===== config.mk =====
export PLATFORM = sky130hd
export DESIGN_NAME = cache_arbiter_flat
export DESIGN_NICKNAME = d
export VERILOG_FILES = /design/src/rtl/cache_arbiter_if.sv /design/src/rtl/cache_arbiter.sv /design/src/flat_wrapper.sv
export SDC_FILE = /design/constraint.sdc
export NUM_CORES = 1
export LEC_CHECK = 0
export ABC_AREA = 1
export CAP_MARGIN = 20
export CORE_AREA = 10 10 261 263
export CTS_CLUSTER_DIAMETER = 150
export CTS_CLUSTER_SIZE = 14
export DETAILED_ROUTE_END_ITERATION = 6
export DIE_AREA = 0 0 271 273
export GPL_ROUTABILITY_DRIVEN = 0
export MAX_ROUTING_LAYER = met4
export PLACE_DENSITY = 0.38
export SLEW_MARGIN = 10
export SYNTH_ARGS = -nofsm -noshare
export SYNTH_HDL_FRONTEND = slang
export SYNTH_SLANG_ARGS = --single-unit

===== constraint.sdc =====
create_clock -name clk -period 3.9 [get_ports clk]
set_input_delay 0.78 -clock clk [delete_from_list [all_inputs] [get_ports clk]]
set_output_delay 0.78 -clock clk [all_outputs]
set_load 0.03 [all_outputs]

===== src/rtl/cache_arbiter_if.sv =====
// Bundles the I-cache, D-cache and physical-memory sides of the line-fill arbiter.
// The arbiter uses the slave view; the clients and memory model use the master view.
interface cache_arbiter_if #(
  parameter int LINE_WIDTH = 128,
  parameter int ADDR_WIDTH = 16
);
  logic                  i_pmem_read;
  logic [ADDR_WIDTH-1:0] i_pmem_address;
  logic [LINE_WIDTH-1:0] i_pmem_rdata;
  logic                  i_pmem_resp;

  logic                  d_pmem_read;
  logic                  d_pmem_write;
  logic [ADDR_WIDTH-1:0] d_pmem_address;
  logic [LINE_WIDTH-1:0] d_pmem_wdata;
  logic [LINE_WIDTH-1:0] d_pmem_rdata;
  logic                  d_pmem_resp;

  logic                  pmem_read;
  logic                  pmem_write;
  logic [ADDR_WIDTH-1:0] pmem_address;
  logic [LINE_WIDTH-1:0] pmem_wdata;
  logic [LINE_WIDTH-1:0] pmem_rdata;
  logic                  pmem_resp;

  modport slave (
    input  i_pmem_read, i_pmem_address,
    output i_pmem_rdata, i_pmem_resp,
    input  d_pmem_read, d_pmem_write, d_pmem_address, d_pmem_wdata,
    output d_pmem_rdata, d_pmem_resp,
    output pmem_read, pmem_write, pmem_address, pmem_wdata,
    input  pmem_rdata, pmem_resp
  );

  modport master (
    output i_pmem_read, i_pmem_address,
    input  i_pmem_rdata, i_pmem_resp,
    output d_pmem_read, d_pmem_write, d_pmem_address, d_pmem_wdata,
    input  d_pmem_rdata, d_pmem_resp,
    input  pmem_read, pmem_write, pmem_address, pmem_wdata,
    output pmem_rdata, pmem_resp
  );
endinterface


===== src/rtl/cache_arbiter.sv =====
// Round-robin arbiter sharing one physical memory port between I- and D-cache line fills/write-backs.
// Command registered one edge after grant; client resp is combinational with pmem_resp; one IDLE cycle per transaction.
module cache_arbiter #(
  parameter int LINE_WIDTH = 128,
  parameter int ADDR_WIDTH = 16
) (
  input  logic           clk,
  input  logic           reset_n,
  cache_arbiter_if.slave bus
);

  typedef enum logic [1:0] {IDLE, SERVE_I, SERVE_D} state_e;

  state_e                state_q, state_d;
  logic                  last_d_q, last_d_d;
  logic                  rd_q, rd_d;
  logic                  wr_q, wr_d;
  logic [ADDR_WIDTH-1:0] addr_q, addr_d;
  logic [LINE_WIDTH-1:0] wdata_q, wdata_d;

  logic                  i_resp, d_resp;
  logic [LINE_WIDTH-1:0] i_rdata, d_rdata;
  logic                  i_pend, d_pend, grant_i, grant_d;

  assign i_pend  = bus.i_pmem_read;
  assign d_pend  = bus.d_pmem_read | bus.d_pmem_write;
  // On a tie, the client that did not win last time gets the port.
  assign grant_i = i_pend & (~d_pend | last_d_q);
  assign grant_d = d_pend & ~grant_i;

  always_ff @(posedge clk) begin
    if (!reset_n) begin
      state_q  <= IDLE;
      last_d_q <= 1'b1;
      rd_q     <= 1'b0;
      wr_q     <= 1'b0;
      addr_q   <= '0;
      wdata_q  <= '0;
    end else begin
      state_q  <= state_d;
      last_d_q <= last_d_d;
      rd_q     <= rd_d;
      wr_q     <= wr_d;
      addr_q   <= addr_d;
      wdata_q  <= wdata_d;
    end
  end

  always_comb begin
    state_d  = state_q;
    last_d_d = last_d_q;
    rd_d     = rd_q;
    wr_d     = wr_q;
    addr_d   = addr_q;
    wdata_d  = wdata_q;
    i_resp   = 1'b0;
    d_resp   = 1'b0;
    i_rdata  = '0;
    d_rdata  = '0;

    unique case (state_q)
      IDLE: begin
        if (grant_i) begin
          state_d  = SERVE_I;
          last_d_d = 1'b0;
          rd_d     = 1'b1;
          wr_d     = 1'b0;
          addr_d   = {bus.i_pmem_address[ADDR_WIDTH-1:4], 4'b0};
          wdata_d  = '0;
        end else if (grant_d) begin
          // A simultaneous read is dropped in favour of the write-back.
          state_d  = SERVE_D;
          last_d_d = 1'b1;
          rd_d     = ~bus.d_pmem_write;
          wr_d     = bus.d_pmem_write;
          addr_d   = {bus.d_pmem_address[ADDR_WIDTH-1:4], 4'b0};
          wdata_d  = bus.d_pmem_write ? bus.d_pmem_wdata : '0;
        end
      end
      SERVE_I: begin
        if (bus.pmem_resp) begin
          i_resp  = 1'b1;
          i_rdata = bus.pmem_rdata;
          state_d = IDLE;
          rd_d    = 1'b0;
          wr_d    = 1'b0;
        end
      end
      SERVE_D: begin
        if (bus.pmem_resp) begin
          d_resp  = 1'b1;
          d_rdata = bus.pmem_rdata;
          state_d = IDLE;
          rd_d    = 1'b0;
          wr_d    = 1'b0;
        end
      end
      default: state_d = IDLE;
    endcase
  end

  assign bus.pmem_read    = rd_q;
  assign bus.pmem_write   = wr_q;
  assign bus.pmem_address = addr_q;
  assign bus.pmem_wdata   = wdata_q;
  assign bus.i_pmem_resp  = i_resp;
  assign bus.i_pmem_rdata = i_rdata;
  assign bus.d_pmem_resp  = d_resp;
  assign bus.d_pmem_rdata = d_rdata;

endmodule


===== src/flat_wrapper.sv =====
// flat-port wrapper written by rule: the top's interface ports become plain ports
module cache_arbiter_flat 
#(
  parameter int LINE_WIDTH = 128,
  parameter int ADDR_WIDTH = 16
)
  (clk, reset_n, bus_i_pmem_read, bus_i_pmem_address, bus_i_pmem_rdata, bus_i_pmem_resp, bus_d_pmem_read, bus_d_pmem_write, bus_d_pmem_address, bus_d_pmem_wdata, bus_d_pmem_rdata, bus_d_pmem_resp, bus_pmem_read, bus_pmem_write, bus_pmem_address, bus_pmem_wdata, bus_pmem_rdata, bus_pmem_resp);
  cache_arbiter_if #(.LINE_WIDTH(LINE_WIDTH), .ADDR_WIDTH(ADDR_WIDTH)) bus_i ();
  input  logic clk;
  input  logic reset_n;
  input wire logic [$bits(bus_i.i_pmem_read)-1:0] bus_i_pmem_read;
  input wire logic [$bits(bus_i.i_pmem_address)-1:0] bus_i_pmem_address;
  output wire logic [$bits(bus_i.i_pmem_rdata)-1:0] bus_i_pmem_rdata;
  output wire logic [$bits(bus_i.i_pmem_resp)-1:0] bus_i_pmem_resp;
  input wire logic [$bits(bus_i.d_pmem_read)-1:0] bus_d_pmem_read;
  input wire logic [$bits(bus_i.d_pmem_write)-1:0] bus_d_pmem_write;
  input wire logic [$bits(bus_i.d_pmem_address)-1:0] bus_d_pmem_address;
  input wire logic [$bits(bus_i.d_pmem_wdata)-1:0] bus_d_pmem_wdata;
  output wire logic [$bits(bus_i.d_pmem_rdata)-1:0] bus_d_pmem_rdata;
  output wire logic [$bits(bus_i.d_pmem_resp)-1:0] bus_d_pmem_resp;
  output wire logic [$bits(bus_i.pmem_read)-1:0] bus_pmem_read;
  output wire logic [$bits(bus_i.pmem_write)-1:0] bus_pmem_write;
  output wire logic [$bits(bus_i.pmem_address)-1:0] bus_pmem_address;
  output wire logic [$bits(bus_i.pmem_wdata)-1:0] bus_pmem_wdata;
  input wire logic [$bits(bus_i.pmem_rdata)-1:0] bus_pmem_rdata;
  input wire logic [$bits(bus_i.pmem_resp)-1:0] bus_pmem_resp;
  assign bus_i.i_pmem_read = bus_i_pmem_read;
  assign bus_i.i_pmem_address = bus_i_pmem_address;
  assign bus_i_pmem_rdata = bus_i.i_pmem_rdata;
  assign bus_i_pmem_resp = bus_i.i_pmem_resp;
  assign bus_i.d_pmem_read = bus_d_pmem_read;
  assign bus_i.d_pmem_write = bus_d_pmem_write;
  assign bus_i.d_pmem_address = bus_d_pmem_address;
  assign bus_i.d_pmem_wdata = bus_d_pmem_wdata;
  assign bus_d_pmem_rdata = bus_i.d_pmem_rdata;
  assign bus_d_pmem_resp = bus_i.d_pmem_resp;
  assign bus_pmem_read = bus_i.pmem_read;
  assign bus_pmem_write = bus_i.pmem_write;
  assign bus_pmem_address = bus_i.pmem_address;
  assign bus_pmem_wdata = bus_i.pmem_wdata;
  assign bus_i.pmem_rdata = bus_pmem_rdata;
  assign bus_i.pmem_resp = bus_pmem_resp;
  cache_arbiter #(.LINE_WIDTH(LINE_WIDTH), .ADDR_WIDTH(ADDR_WIDTH)) u_core (.clk(clk), .reset_n(reset_n), .bus(bus_i));
endmodule

==> metrics.txt, run 1 <==
Compound-Gate Fraction of Synth Area 10.4%; final hold viol count 0; R2R depth 6; Worst Setup SP bus_pmem_resp; Fin Clk Skew 10.5 ps; #FFs+latches synth 145; total die area 74000 µm²; IO buf count 685; synth top area cells dfxtp_1 40%, nor2_1 14%, nand3_1 11%; Crit Path Max Fanout 35; DR DRC count 0; worst r2r src u_core.state_q[0]; Worst Path Required 3120 ps; cell count after synthesis around 1100; Final Cell Area 15900 µm²; Slew @ Worst Pin 689 ps; Worst Hold Launch u_core.bus.pmem_wdata[18]; HPWL Detailed 45.9 mm; Power Total 0.00558 W; min Tclk post-route between 3000 and 4000 ps; Sw Pwr about 0.0021 W; die height 273 µm; 1st-iter DRT viols 587; vias in the first global route 9534; post-synth top area share 40.4%; top_reg_cell synth dfxtp_1; Logic pwr share roughly two fifths; Clock power frac 31.0%; met1 Resource Use GR 16.5%; Skew-Pair Late Insertion Delay 470 ps; Min-Delay Path Class reg2reg; post-synth cell types 18; core box area 62700 µm²; YS warnings 0; CP Launch Type input port; drt first pass iters 5; asr flop ratio synth 0%; PwrDens 351 nW/µm²; starting density of the core 11.5%; CTS Sinks 145; H-tree levels 4; most used cell, CP clkdlybuf4s50_1; row count 92; Max-Cap Viols 0; Setup CP Type in2out; Via Count 9701; Clock transition at path regs 60 ps; Setup TNS Final 0 ps; GRT Max-Usage Layer met2; num ports 698; CTS tree built; Post-synth EDFFs 0; Final Max Tran Viols 0; grt ovf 0; leakage 6.33 nW; Fmax 0.269 GHz; setup repair bufs after CTS 0; CP max-delay cell clkdlybuf4s50_1; initial antenna violation count 6; Final #Nets 2084; Num CTS Buffers 17; M2 GR Usage 24.9%; Syn Std Cell Area 7190 µm²; mux cell area share after synthesis 0%; reg2reg setup slack 1840 ps; Post-DRT Antenna Nets 0; Mean Syn Cell Area 6.30 µm²; r2r endpoint u_core.bus.pmem_wdata[99]; Util after Layout 25.4%; WL final 55.9 mm; top post-synthesis cells by count 261 x nor2_1, 168 x nand2_1, 162 x inv_1; Seq/Total Area, Yosys 40.4%; simple-gate share of the synthesized area between 30% and 40%; area grow syn2layout 121%; Slew HR 54.1%; RSZ-0062 raised after global routing false; hold_buf cts 0; DIE WIDTH 271 µm; ordered cell list for the critical path clkdlybuf4s50_1 -> nand2_4 -> nor2_1 -> clkdlybuf4s50_1; share of post-route cells with drive strength above 1 5.61%; Pint 0.00343 W; Final Cycle Share 95.4%; Clock Tree Root clkbuf_16; Avg WL per Cell 21.1 µm; largest net degree at the start of global routing between 100 and 150; Total GRT Usage 14.8%; Max VDD drop approximately 310 µV; Resize count post-CTS 0; Synth Area in XOR/XNOR 0%; Clock Path Buffers 2; Setup crit end kind output pin; Setup Viol. Count Final 0; post-DR vias/cell 3.66; area share of fa/ha/maj cells after synthesis less than 1%; Switching Share 38.5%; combinational family with the most area after synthesis simple AND/OR/NAND/NOR gates; outcome finished clean; worst setup path end bus_d_pmem_rdata[60]; max incr delay on CP 750 ps; met3 Use GR 5.44%; critical path arrival approximately 2900 ps; first-pass GRT wire length roughly 76 mm; post-synth top area cell dfxtp_1; most frequent cell after synthesis nor2_1; Seq pwr share 29.7%; Area after DPL 15300 µm²
## worst max-delay path, delay by kind of cell
kind                   cells  cell delay [ps]
buffers and inverters      2             1350
AND/OR/NAND/NOR            2              750
## per-stage QoR
step	setup WS (ps)	cells	hold WS [ps]
finish	179	2649	463
global route	85.1	2649	478
CTS	152	2645	465
detailed placement	153	2613	454
global placement	175	2613	451
floorplan	1460	1144	476
## power groups by stage
stage	clock, W	combinational [W]	sequential (W)
after floorplan	0	0.000884	0.00190
after detailed placement	0	0.00223	0.00169
after global routing	0.00190	0.00234	0.00167
after CTS	0.00184	0.00224	0.00166
final	0.00173	0.00219	0.00166
after global placement	0	0.00223	0.00168
## layer usage
metal,vias to the layer above,share of wire (%)
met3,31,8.2
met4,0,1.3
li1,4793,-
met1,4510,41
met5,-,0
met2,367,49
## final cells by class
type | count | area [µm²]
Antenna cell | 4 | 10.0
Clock buffer | 18 | 439
Clock inverter | 14 | 154
Fill cell | 6951 | 46800
Inverter | 164 | 618
Multi-Input combinational cell | 740 | 3250
Sequential cell | 145 | 2900
Tap cell | 846 | 1060
Timing Repair Buffer | 718 | 7480
## logic make-up after synthesis
logic type                 count (synthesis)
buffers and inverters                    259
adders and majority gates                  4
DFF                                      145
AOI/OAI and AO/OA                        145
and+or+nand+nor                          587
other                                      1
## registers in the layout (all words and copies together) (netlist names)
register / flops
u_core.bus.pmem_wdata: 128
u_core.bus.pmem_address: 12
u_core.state_q: 2
u_core.bus.pmem_read: 1
u_core.bus.pmem_write: 1
u_core.last_d_q: 1
## cells in the final DEF (no fill, tap or decap), drive strengths merged, types with 2 or more instances in the layout
cell type,count
nor2,262
a21oi,142
conb,4
buf,61
nand3,156
clkinv,6
ha,4
clkbuf,18
a21boi,2
clkinvlp,2
clkdlybuf4s50,657
dfxtp,145
bufinv,2
diode,4
nand2,168
inv,168
## how the worst min path moves through the flow
stage,depth (start not counted),to
6_report,2,u_core.bus.pmem_wdata[18]
5_1_grt,2,u_core.bus.pmem_wdata[62]
4_1_cts,2,u_core.bus.pmem_wdata[22]
3_5_place_dp,2,u_core.bus.pmem_wdata[22]
3_3_place_gp,2,u_core.bus.pmem_wdata[123]
2_1_floorplan,2,u_core.state_q[1]
Note: power is estimated with default switching activity, not from simulation.
==> run 2, diff against run 1 <==
--- a/config.mk
+++ b/config.mk
@@ -7,14 +7,15 @@
 export LEC_CHECK = 0
 export ABC_AREA = 1
 export CAP_MARGIN = 20
-export CORE_AREA = 10 10 261 263
+export CORE_AREA = 2 2 268 270
 export CTS_CLUSTER_DIAMETER = 150
 export CTS_CLUSTER_SIZE = 14
 export DETAILED_ROUTE_END_ITERATION = 6
-export DIE_AREA = 0 0 271 273
+export DIE_AREA = 0 0 270 272
 export GPL_ROUTABILITY_DRIVEN = 0
 export MAX_ROUTING_LAYER = met4
-export PLACE_DENSITY = 0.38
+export PLACE_DENSITY = 0.35
+export RECOVER_POWER = 50
 export SLEW_MARGIN = 10
 export SYNTH_ARGS = -nofsm -noshare
 export SYNTH_HDL_FRONTEND = slang
==> metrics.txt, run 2 (synthesized netlist as in run 1, its figures left out) <==
setup repair bufs after CTS 0; DR DRC count 0; Power Total 0.00561 W; Crit Path Max Fanout 45; Bufs and invs on worst path 3; Setup crit end kind output pin; largest net degree at the start of global routing 100; DIE WIDTH 270 µm; failing checks capacitance limit, slew limit; total die area 73400 µm²; Total GRT Usage 15.3%; Max-Cap Viols 3; Clock Tree Root clkbuf_16; Post-DRT Antenna Nets 0; most used cell, CP clkdlybuf4s50_1; area grow syn2layout 119%; share of post-route cells with drive strength above 1 3.91%; 1st-iter DRT viols 570; RSZ-0062 raised after global routing false; initial antenna violation count 19; Max VDD drop 341 µV; outcome finished, violations left; commonest non-fill, non-tap cell in the layout clkdlybuf4s50_1; die height 272 µm; Fmax 0.270 GHz; max FFs per register 128; met1 Resource Use GR a little under a fifth; fill count 7916; CP Launch Type input port; Place WS 181 ps; Final #Nets 2077; Skew-Pair Late Insertion Delay 490 ps; CP max-delay cell clkdlybuf4s50_1; final hold viol count 0; hold_buf cts 0; Slew HR -44.6%; Final Cycle Share 95.1%; GRT Max-Usage Layer met2; worst hold margin approximately 460 ps; Final Max Tran Viols 169; drt first pass iters 5; post-DR vias/cell 3.56; reg2reg setup slack 810 ps; first-pass GRT wire length between 70 and 80 mm; most frequent cells in the layout 540 x clkdlybuf4s50_1, 261 x nor2_1, 166 x nand2_1; Setup CP Type in2out; leakage approximately 6.6 nW; Clock Path Buffers 2; Min-Delay Path Class reg2reg; min Tclk post-route ~3700 ps; IO buf count 685; M2 GR Usage 24.4%; largest delay contributor family on the critical path buffers and inverters; H-tree levels 4; CTS Sinks around 150; Resize count post-CTS 0; Fin Clk Skew 22.8 ps; Reg area a little under 3000 µm²; HPWL Detailed 47.3 mm; critical path arrival 2930 ps; grt ovf 0; vias in the first global route ~9400; WL final approximately 57 mm; Setup Viol. Count Final 0; Setup TNS Final 0 ps; PwrDens 356 nW/µm²; ordered cell list for the critical path clkdlybuf4s50_1 -> nand2_4 -> buf_12 -> nor2_1 -> clkdlybuf4s50_1; met3 Use GR approximately 5.5%; Via Count 9774; core box area 70800 µm²; num ports 698; CTS tree built; Worst Path Required 3120 ps; Avg WL per Cell 20.8 µm; starting density of the core between 10% and 20%; area of the multi-input gates about 3200 µm²; max incr delay on CP between 600 and 700 ps; Num CTS Buffers 17; row count 98; setup ws final 192 ps; Clock transition at path regs about 70 ps; Slew @ Worst Pin 2170 ps
==> run 2: cell type report <==
class / count / share of cell area [%]
clock inverter: 15 / 1.34
inverter: 164 / 3.92
tap: 950 / 7.54
sequential: 145 / 18.4
multi-input combinational: 740 / 20.5
timing repair buffer: 711 / 45.5
clock buffer: 17 / 2.70
antenna: 5 / 0.0794
==> run 2: per-layer routing <==
layer | vias to the layer above | share of wire [%]
met5 | - | 0
met4 | 0 | 1.5
met3 | 55 | 8.5
met2 | 437 | 47
met1 | 4503 | 43
li1 | 4779 | -
==> run 2: path summary, 6_finish.rpt <==
path | cells after the start | to | startpoint
worst max-delay path | 5 | bus_i_pmem_rdata[124] | bus_pmem_resp
worst min-delay path | 2 | u_core.bus.pmem_wdata[83] | u_core.bus.pmem_wdata[83]
worst max register to register | 6 | u_core.bus.pmem_wdata[114] | u_core.state_q[0]
worst min register to register | 2 | u_core.bus.pmem_wdata[83] | u_core.bus.pmem_wdata[83]
==> run 2: report_power, final <==
part	total (W)	internal, W	switching [W]
Sequential	0.00165	0.00159	0.0000564
Clock	0.00183	0.000987	0.000847
Combinational	0.00213	0.000797	0.00133
Total	0.00561	0.00338	0.00223
==> run 2: stage by stage <==
| stage | instance area [µm²] | util (%) | std cells |
|---|---|---|---|
| after floorplan | 7200 | - | 1144 |
| after global placement | 15200 | 21.5 | 2710 |
| after detailed placement | 15200 | 21.5 | 2710 |
| after CTS | 15800 | 22.4 | 2742 |
| after global routing | 15800 | 22.3 | 2747 |
| final | 15800 | 22.3 | 2747 |
==> run 2: worst register-to-register path, delay by kind of cell, from the launching register on <==
family	cells	cell delay, ps
buffers and inverters	2	980
and+or+nand+nor	2	1240
DFF	1	380
AOI/OAI and AO/OA	1	180
adders and majority gates	1	250
